**src/rtl/i2c_write_sequencer.sv**
```systemverilog
// i2c_write_sequencer
// Transaction-level I2C write master in front of the I2C_write_byte engine.
// Takes {address, length}, pulls payload bytes from a valid/ready stream and
// walks the engine through START, address byte, data bytes and STOP using the
// go/finish two-phase handshake. Slave ACK slots are handed to an external
// ack sampler through ack_req/ack_done.
module i2c_write_sequencer #(
  parameter int LEN_W       = 8,
  parameter int ACK_TIMEOUT = 1023
) (
  input  logic             clock,
  input  logic             reset,
  input  logic             req_valid,
  output logic             req_ready,
  input  logic [6:0]       req_addr,
  input  logic [LEN_W-1:0] req_len,
  input  logic [7:0]       tx_data,
  input  logic             tx_valid,
  output logic             tx_ready,
  output logic             busy,
  output logic             done,
  output logic             error,
  output logic             wb_go,
  output logic [2:0]       wb_command,
  output logic             wb_data,
  input  logic             wb_load,
  input  logic             wb_finish,
  output logic             ack_req,
  input  logic             ack_done,
  input  logic             ack_nack
);

  localparam int              TO_W    = $clog2(ACK_TIMEOUT + 1);
  // Last counter value of an ack slot: ack_req stays high for ACK_TIMEOUT cycles
  localparam logic [TO_W-1:0] TO_LAST = TO_W'(ACK_TIMEOUT - 1);

  localparam logic [2:0] CMD_START = 3'b001;
  localparam logic [2:0] CMD_WRITE = 3'b011;
  localparam logic [2:0] CMD_STOP  = 3'b100;

  typedef enum logic [2:0] {
    S_IDLE,
    S_START,
    S_ADDR,
    S_ADDR_ACK,
    S_FETCH,
    S_DATA,
    S_DATA_ACK,
    S_STOP
  } state_t;

  state_t           r_state;
  logic             r_release;     // 0: ISSUE phase, 1: RELEASE phase
  logic             r_err;         // a NACK or timeout happened in this transfer
  logic [6:0]       r_addr;
  logic [LEN_W-1:0] r_cnt;
  logic [TO_W-1:0]  r_to_cnt;
  logic [7:0]       r_shreg;

  logic             r_wb_go;
  logic [2:0]       r_wb_cmd;
  logic             r_ack_req;
  logic             r_busy;
  logic             r_req_ready;
  logic             r_done;
  logic             r_error;

  state_t           w_state_nxt;
  logic             w_release_nxt;
  logic             w_err_nxt;
  logic [6:0]       w_addr_nxt;
  logic [LEN_W-1:0] w_cnt_nxt;
  logic [TO_W-1:0]  w_to_nxt;
  logic [7:0]       w_shreg_nxt;
  logic             w_done_nxt;
  logic             w_error_nxt;
  logic             w_tx_ready;

  function automatic logic is_cmd_state(input state_t s);
    case (s)
      S_START, S_ADDR, S_DATA, S_STOP: is_cmd_state = 1'b1;
      default:                         is_cmd_state = 1'b0;
    endcase
  endfunction

  function automatic logic is_ack_state(input state_t s);
    case (s)
      S_ADDR_ACK, S_DATA_ACK: is_ack_state = 1'b1;
      default:                is_ack_state = 1'b0;
    endcase
  endfunction

  function automatic logic [2:0] cmd_of(input state_t s);
    case (s)
      S_START:        cmd_of = CMD_START;
      S_ADDR, S_DATA: cmd_of = CMD_WRITE;
      S_STOP:         cmd_of = CMD_STOP;
      default:        cmd_of = 3'b000;
    endcase
  endfunction

  // Next-state and datapath decisions for the transfer sequencer
  always_comb begin
    w_state_nxt   = r_state;
    w_release_nxt = r_release;
    w_err_nxt     = r_err;
    w_addr_nxt    = r_addr;
    w_cnt_nxt     = r_cnt;
    w_to_nxt      = {TO_W{1'b0}};
    w_shreg_nxt   = r_shreg;
    w_done_nxt    = 1'b0;
    w_error_nxt   = 1'b0;
    w_tx_ready    = 1'b0;
    case (r_state)
      S_IDLE: begin
        if (req_valid) begin
          w_state_nxt   = S_START;
          w_release_nxt = 1'b0;
          w_err_nxt     = 1'b0;
          w_addr_nxt    = req_addr;
          w_cnt_nxt     = req_len;
        end else begin
          w_state_nxt = S_IDLE;
        end
      end
      S_START, S_ADDR, S_DATA, S_STOP: begin
        if (!r_release) begin
          // ISSUE: the engine pulls one bit per low wb_load cycle
          if ((r_state == S_ADDR || r_state == S_DATA) && !wb_load) begin
            w_shreg_nxt = {r_shreg[6:0], 1'b0};
          end else begin
            w_shreg_nxt = r_shreg;
          end
          if (wb_finish) begin
            w_release_nxt = 1'b1;
          end else begin
            w_release_nxt = 1'b0;
          end
        end else if (!wb_finish) begin
          // RELEASE complete: the engine is ready for the next command
          w_release_nxt = 1'b0;
          case (r_state)
            S_START: begin
              w_state_nxt = S_ADDR;
              w_shreg_nxt = {r_addr, 1'b0};
            end
            S_ADDR:  w_state_nxt = S_ADDR_ACK;
            S_DATA:  w_state_nxt = S_DATA_ACK;
            default: begin
              w_state_nxt = S_IDLE;
              if (r_err) begin
                w_error_nxt = 1'b1;
              end else begin
                w_done_nxt = 1'b1;
              end
            end
          endcase
        end else begin
          w_release_nxt = 1'b1;
        end
      end
      S_ADDR_ACK, S_DATA_ACK: begin
        if (ack_done) begin
          w_release_nxt = 1'b0;
          if (ack_nack) begin
            w_err_nxt   = 1'b1;
            w_state_nxt = S_STOP;
          end else if (r_cnt == {LEN_W{1'b0}}) begin
            w_state_nxt = S_STOP;
          end else begin
            w_state_nxt = S_FETCH;
          end
        end else if (r_to_cnt == TO_LAST) begin
          // No answer from the sampler: treat the slot as a NACK
          w_release_nxt = 1'b0;
          w_err_nxt     = 1'b1;
          w_state_nxt   = S_STOP;
        end else begin
          w_to_nxt = r_to_cnt + TO_W'(1);
        end
      end
      S_FETCH: begin
        if (tx_valid) begin
          w_tx_ready    = 1'b1;
          w_shreg_nxt   = tx_data;
          w_cnt_nxt     = r_cnt - LEN_W'(1);
          w_state_nxt   = S_DATA;
          w_release_nxt = 1'b0;
        end else begin
          w_state_nxt = S_FETCH;
        end
      end
      default: begin
        w_state_nxt   = S_IDLE;
        w_release_nxt = 1'b0;
      end
    endcase
  end

  // FSM state and datapath registers
  always_ff @(posedge clock or posedge reset) begin
    if (reset) begin
      r_state   <= S_IDLE;
      r_release <= 1'b0;
      r_err     <= 1'b0;
      r_addr    <= 7'h00;
      r_cnt     <= {LEN_W{1'b0}};
      r_to_cnt  <= {TO_W{1'b0}};
      r_shreg   <= 8'h00;
    end else begin
      r_state   <= w_state_nxt;
      r_release <= w_release_nxt;
      r_err     <= w_err_nxt;
      r_addr    <= w_addr_nxt;
      r_cnt     <= w_cnt_nxt;
      r_to_cnt  <= w_to_nxt;
      r_shreg   <= w_shreg_nxt;
    end
  end

  // Registered interface outputs, decoded from the upcoming state
  always_ff @(posedge clock or posedge reset) begin
    if (reset) begin
      r_wb_go     <= 1'b0;
      r_wb_cmd    <= 3'b000;
      r_ack_req   <= 1'b0;
      r_busy      <= 1'b0;
      r_req_ready <= 1'b1;
      r_done      <= 1'b0;
      r_error     <= 1'b0;
    end else begin
      r_wb_go     <= is_cmd_state(w_state_nxt) && !w_release_nxt;
      r_wb_cmd    <= cmd_of(w_state_nxt);
      r_ack_req   <= is_ack_state(w_state_nxt);
      r_busy      <= (w_state_nxt != S_IDLE);
      r_req_ready <= (w_state_nxt == S_IDLE);
      r_done      <= w_done_nxt;
      r_error     <= w_error_nxt;
    end
  end

  assign wb_go      = r_wb_go;
  assign wb_command = r_wb_cmd;
  assign wb_data    = r_shreg[7];
  assign ack_req    = r_ack_req;
  assign busy       = r_busy;
  assign req_ready  = r_req_ready;
  assign done       = r_done;
  assign error      = r_error;
  // Same-cycle handshake with the payload stream
  assign tx_ready   = w_tx_ready;

endmodule

```
**config.mk**
```make
export PLATFORM = sky130hd
export DESIGN_NAME = i2c_write_sequencer
export DESIGN_NICKNAME = d
export VERILOG_FILES = /design/src/rtl/i2c_write_sequencer.sv
export SDC_FILE = /design/constraint.sdc
export NUM_CORES = 1
export LEC_CHECK = 0
export CAP_MARGIN = 0
export CORE_MARGIN = 2
export CORE_UTILIZATION = 42
export DETAILED_ROUTE_END_ITERATION = 8
export PLACE_DENSITY_LB_ADDON = 0.1
export REMOVE_ABC_BUFFERS = 1
export SLEW_MARGIN = 10
export SYNTH_ARGS = -nofsm -noshare
export SYNTH_HDL_FRONTEND = slang
export SYNTH_SLANG_ARGS = --single-unit
```
**constraint.sdc**
```tcl
create_clock -name clock -period 1.9 [get_ports clock]
set_input_delay 0.38 -clock clock [delete_from_list [all_inputs] [get_ports clock]]
set_output_delay 0.38 -clock clock [all_outputs]
set_load 0.05 [all_outputs]
```
==> summary.md, run 1 <==
| Metric | Value |
|---|---|
| Outcome | `complete, but fails checks` |
| Failing checks | `negative setup slack` |
| DIE HEIGHT | `slightly below 80 um` |
| DRT iter0 DRCs | `between 60 and 70` |
| Clock Power Share | `12.0%` |
| Tot GR Track Use | `18.8%` |
| Number of enable flip-flop cells after synthesis | `0` |
| Port Buffers | `just over 40` |
| Power Density | `roughly 1400 nW/um2` |
| Clk pin slew, worst setup/hold paths | `roughly 0.080 ns` |
| Ys flop type | `dfrtp_1` |
| Hold_buf cts | `0` |
| Final HPWL DP | `3890 um` |
| Switch Pwr | `roughly 2 mW` |
| Drt drc | `0` |
| RSZ-0062 raised after global routing | `yes` |
| Worst Path Arrival | `2.24 ns` |
| Final Hold Viols | `0` |
| Nets | `about 370` |
| Final setup viols | `6` |
| Commonest non-fill, non-tap cell in the layout | `dfrtp_1` |
| Starting Density | `43.5%` |
| GRT Residual Overflow | `0` |
| CTS sink count | `between 40 and 50` |
| CTS tree | `yes` |
| Mapped cell area | `2390 um2` |
| Synthesis-to-finish area growth | `41.2%` |
| Area leader, netlist | `dfrtp_1` |
| Crit Path Category | `flop to flop` |
| Worst slew pin tran | `around 0.58 ns` |
| DR vias | `2040` |
| Crit end category | `flop` |
| Wirelength, routed | `5430 um` |
| Worst endpoint required time | `2.11 ns` |
| Routed length per instance | `around 13 um` |
| Final period utilization | `107%` |
| Dpl cells | `390` |
| Slew HR | `61.1%` |
| Number of global-route vias before repair | `1996` |
| Final min period | `2.03 ns` |
| Critical-path maximum fanout | `5` |
| Placed Area | `3150 um2` |
| Max Transition Viols Final | `0` |
| Post-route ant nets | `0` |
| Clock latency on the worst-skew pair | `0.30 ns` |
| DRT Pass-1 Iters | `4` |
| Setup ws final | `-0.128 ns` |
| Net Sw Frac | `between 40% and 50%` |
| Die ar. | `6320 um2` |
| Reg2Reg Depth | `8` |
| H-Tree Depth | `2` |
| Synth Instances | `252` |
| Unique masters post-synth | `47` |
| Synth warn | `0` |
| Static leakage | `1.44 nW` |
| Vias per Instance | `5.05` |
| Hold_ws | `0.395 ns` |
| #FFs+latches synth | `47` |
| Clock buffer depth | `2` |
| Clk root buf | `clkbuf_8` |
| Filler cell count | `about 480` |
| Clock Skews | `approximately 0.0061 ns` |
| Synth async-reset ratio | `100%` |
| Comb power frac | `55.9%` |
| Largest net degree at the start of global routing | `23` |
| Inserted Diodes | `0` |
| I/O Pins | `between 40 and 50` |
| Sequential power share | `32.1%` |
| Number of max-cap violations | `0` |
| Synth top area share | `48.1%` |
| Sequential-to-total area share from yosys stat | `49.2%` |
| Cell Rows | `27` |
| Startpoint Class | `flop` |
| VDD IR max | `just under 0.0009 V` |
| Fmax | `493 MHz` |
| CTS buffer count | `5` |
| Layout cells sized above 1 | `26.5%` |
| Place WS | `-0.292 ns` |
| Die W | `~80 um` |
| Average size of a mapped cell | `9.50 um2` |
| Post-layout instance area | `3380 um2` |
| Core Area | `5510 um2` |
| Final Instance Count excl. Fillers | `between 400 and 500` |
| Worst hold-check path type | `input port to async pin` |
| Routability congestion estimate | `0.779` |
| Antenna violations before repair | `0` |
| Final core occ | `between 60 and 70%` |
| Power Internal | `roughly 2.9 mW` |
| First-pass GRT wire length | `9230 um` |
| Synth area leaders | `dfrtp_1 48%, a21oi_1 4.8%, nor2_1 4.7%` |
| Most frequent cells in the layout | `45 x dfrtp_1, 42 x buf_4, 38 x clkdlybuf4s50_1, 28 x nor2_1, 22 x a21oi_1` |
[flip-flops by register name, indices dropped and copies added, names as in the netlist, 3 cells and up]
register and count:
r_state 3, r_shreg 8, r_addr 7, wb_command 3, r_to_cnt 10, r_cnt 8
[worst paths after layout]
check	start	to	slack, ns
worst max-delay path	r_cnt[1]	wb_command[1]	-0.13
worst min register to register	r_err	done	0.42
worst max register to register	r_cnt[1]	wb_command[1]	-0.13
worst min-delay path	reset	r_shreg[2]	0.39
min in group clock	r_err	done	0.42
max in group asynchronous	reset	r_shreg[6]	1.03
[stage by stage]
step                      setup TNS (ns)  power [mW]
final                             -0.462        4.88
after global routing               -1.27        5.29
after CTS                          -1.34        4.70
after detailed placement           -1.78        3.98
after global placement             -1.64        3.93
after floorplan                   -12.13        3.04
[synth_stat cells (2+ instances only)]
cell type / count
dfrtp_1: 46
nor2_1: 30
a21oi_1: 23
nand2_1: 21
o21ai_0: 21
inv_1: 12
nor3_1: 9
buf_2: 7
mux2_2: 7
mux2i_1: 7
nand3_1: 7
and2_1: 4
clkbuf_1: 4
nand2b_1: 4
xnor2_1: 4
xor2_1: 4
ha_1: 3
or3_1: 3
a22oi_1: 2
nand4_1: 2
nor3b_1: 2
nor4_1: 2
o22a_1: 2
o22ai_1: 2
o311ai_0: 2
[critical path: stages, from the launching register on]
cell and delay (ns):
dfrtp_1 0.39, inv_2 0.08, ha_4 0.12, or4b_4 0.48, o41ai_4 0.21, buf_4 0.19, o311a_4 0.23, nor2_4 0.06
o31ai_2 0.19
[area by class of cell]
cell class                      count  area (um2)  area share (%)
Tap cell                           72        90.1            2.66
Multi-Input combinational cell    180        1220            36.0
Clock buffer                        6        72.6            2.15
Sequential cell                    47        1180            34.9
Clock inverter                      2        12.5           0.370
Inverter                           13        51.3            1.52
Timing Repair Buffer               84         758            22.4
[power groups by stage]
stage,Sequential [mW],Clock (mW),Combinational (mW)
finish,1.56,0.587,2.72
global route,1.61,0.664,3.02
CTS,1.58,0.610,2.51
detailed placement,1.59,0,2.39
global placement,1.59,0,2.35
floorplan,1.84,0,1.20
[cells by family (layout without fill, tap and decap cells)]
group,Yosys count,after routing,synth area share (%)
AO/OA/AOI/OAI,63,63,17.0
XOR/XNOR,8,8,2.93
adder cells (fa/ha/maj),3,3,1.57
buffers and inverters,25,105,4.39
flip-flops,47,47,49.2
multiplexers,14,14,6.22
AND/OR/NAND/NOR,92,92,18.8
[routing by layer]
| layer | vias to the layer above | wire length, um | track usage (%) |
|---|---|---|---|
| li1 | 1035 | - | - |
| met1 | 966 | 2640 | 25.1 |
| met2 | 35 | 2530 | 29.9 |
| met3 | 4 | 214 | 4.75 |
| met4 | 0 | 51 | 5.86 |
| met5 | - | 0 | 0 |
[what timing repair did]
item / CTS / global route
pin swaps: 7 / 5
buffers inserted: 1 / 6
gates resized for setup: 13 / 14
endpoints found under the setup margin: 8 / 12
No activity file was read; power rests on OpenSTA's default activity.
==> inputs of run 2 (changes only) <==
--- a/config.mk
+++ b/config.mk
@@ -9,6 +9,7 @@
 export CORE_MARGIN = 2
 export CORE_UTILIZATION = 42
 export DETAILED_ROUTE_END_ITERATION = 8
+export HOLD_SLACK_MARGIN = 0.03
 export PLACE_DENSITY_LB_ADDON = 0.1
 export REMOVE_ABC_BUFFERS = 1
 export SLEW_MARGIN = 10
==> results of run 2 <==
Same layout as run 1: the final DEF is identical, and so are final timing and power.
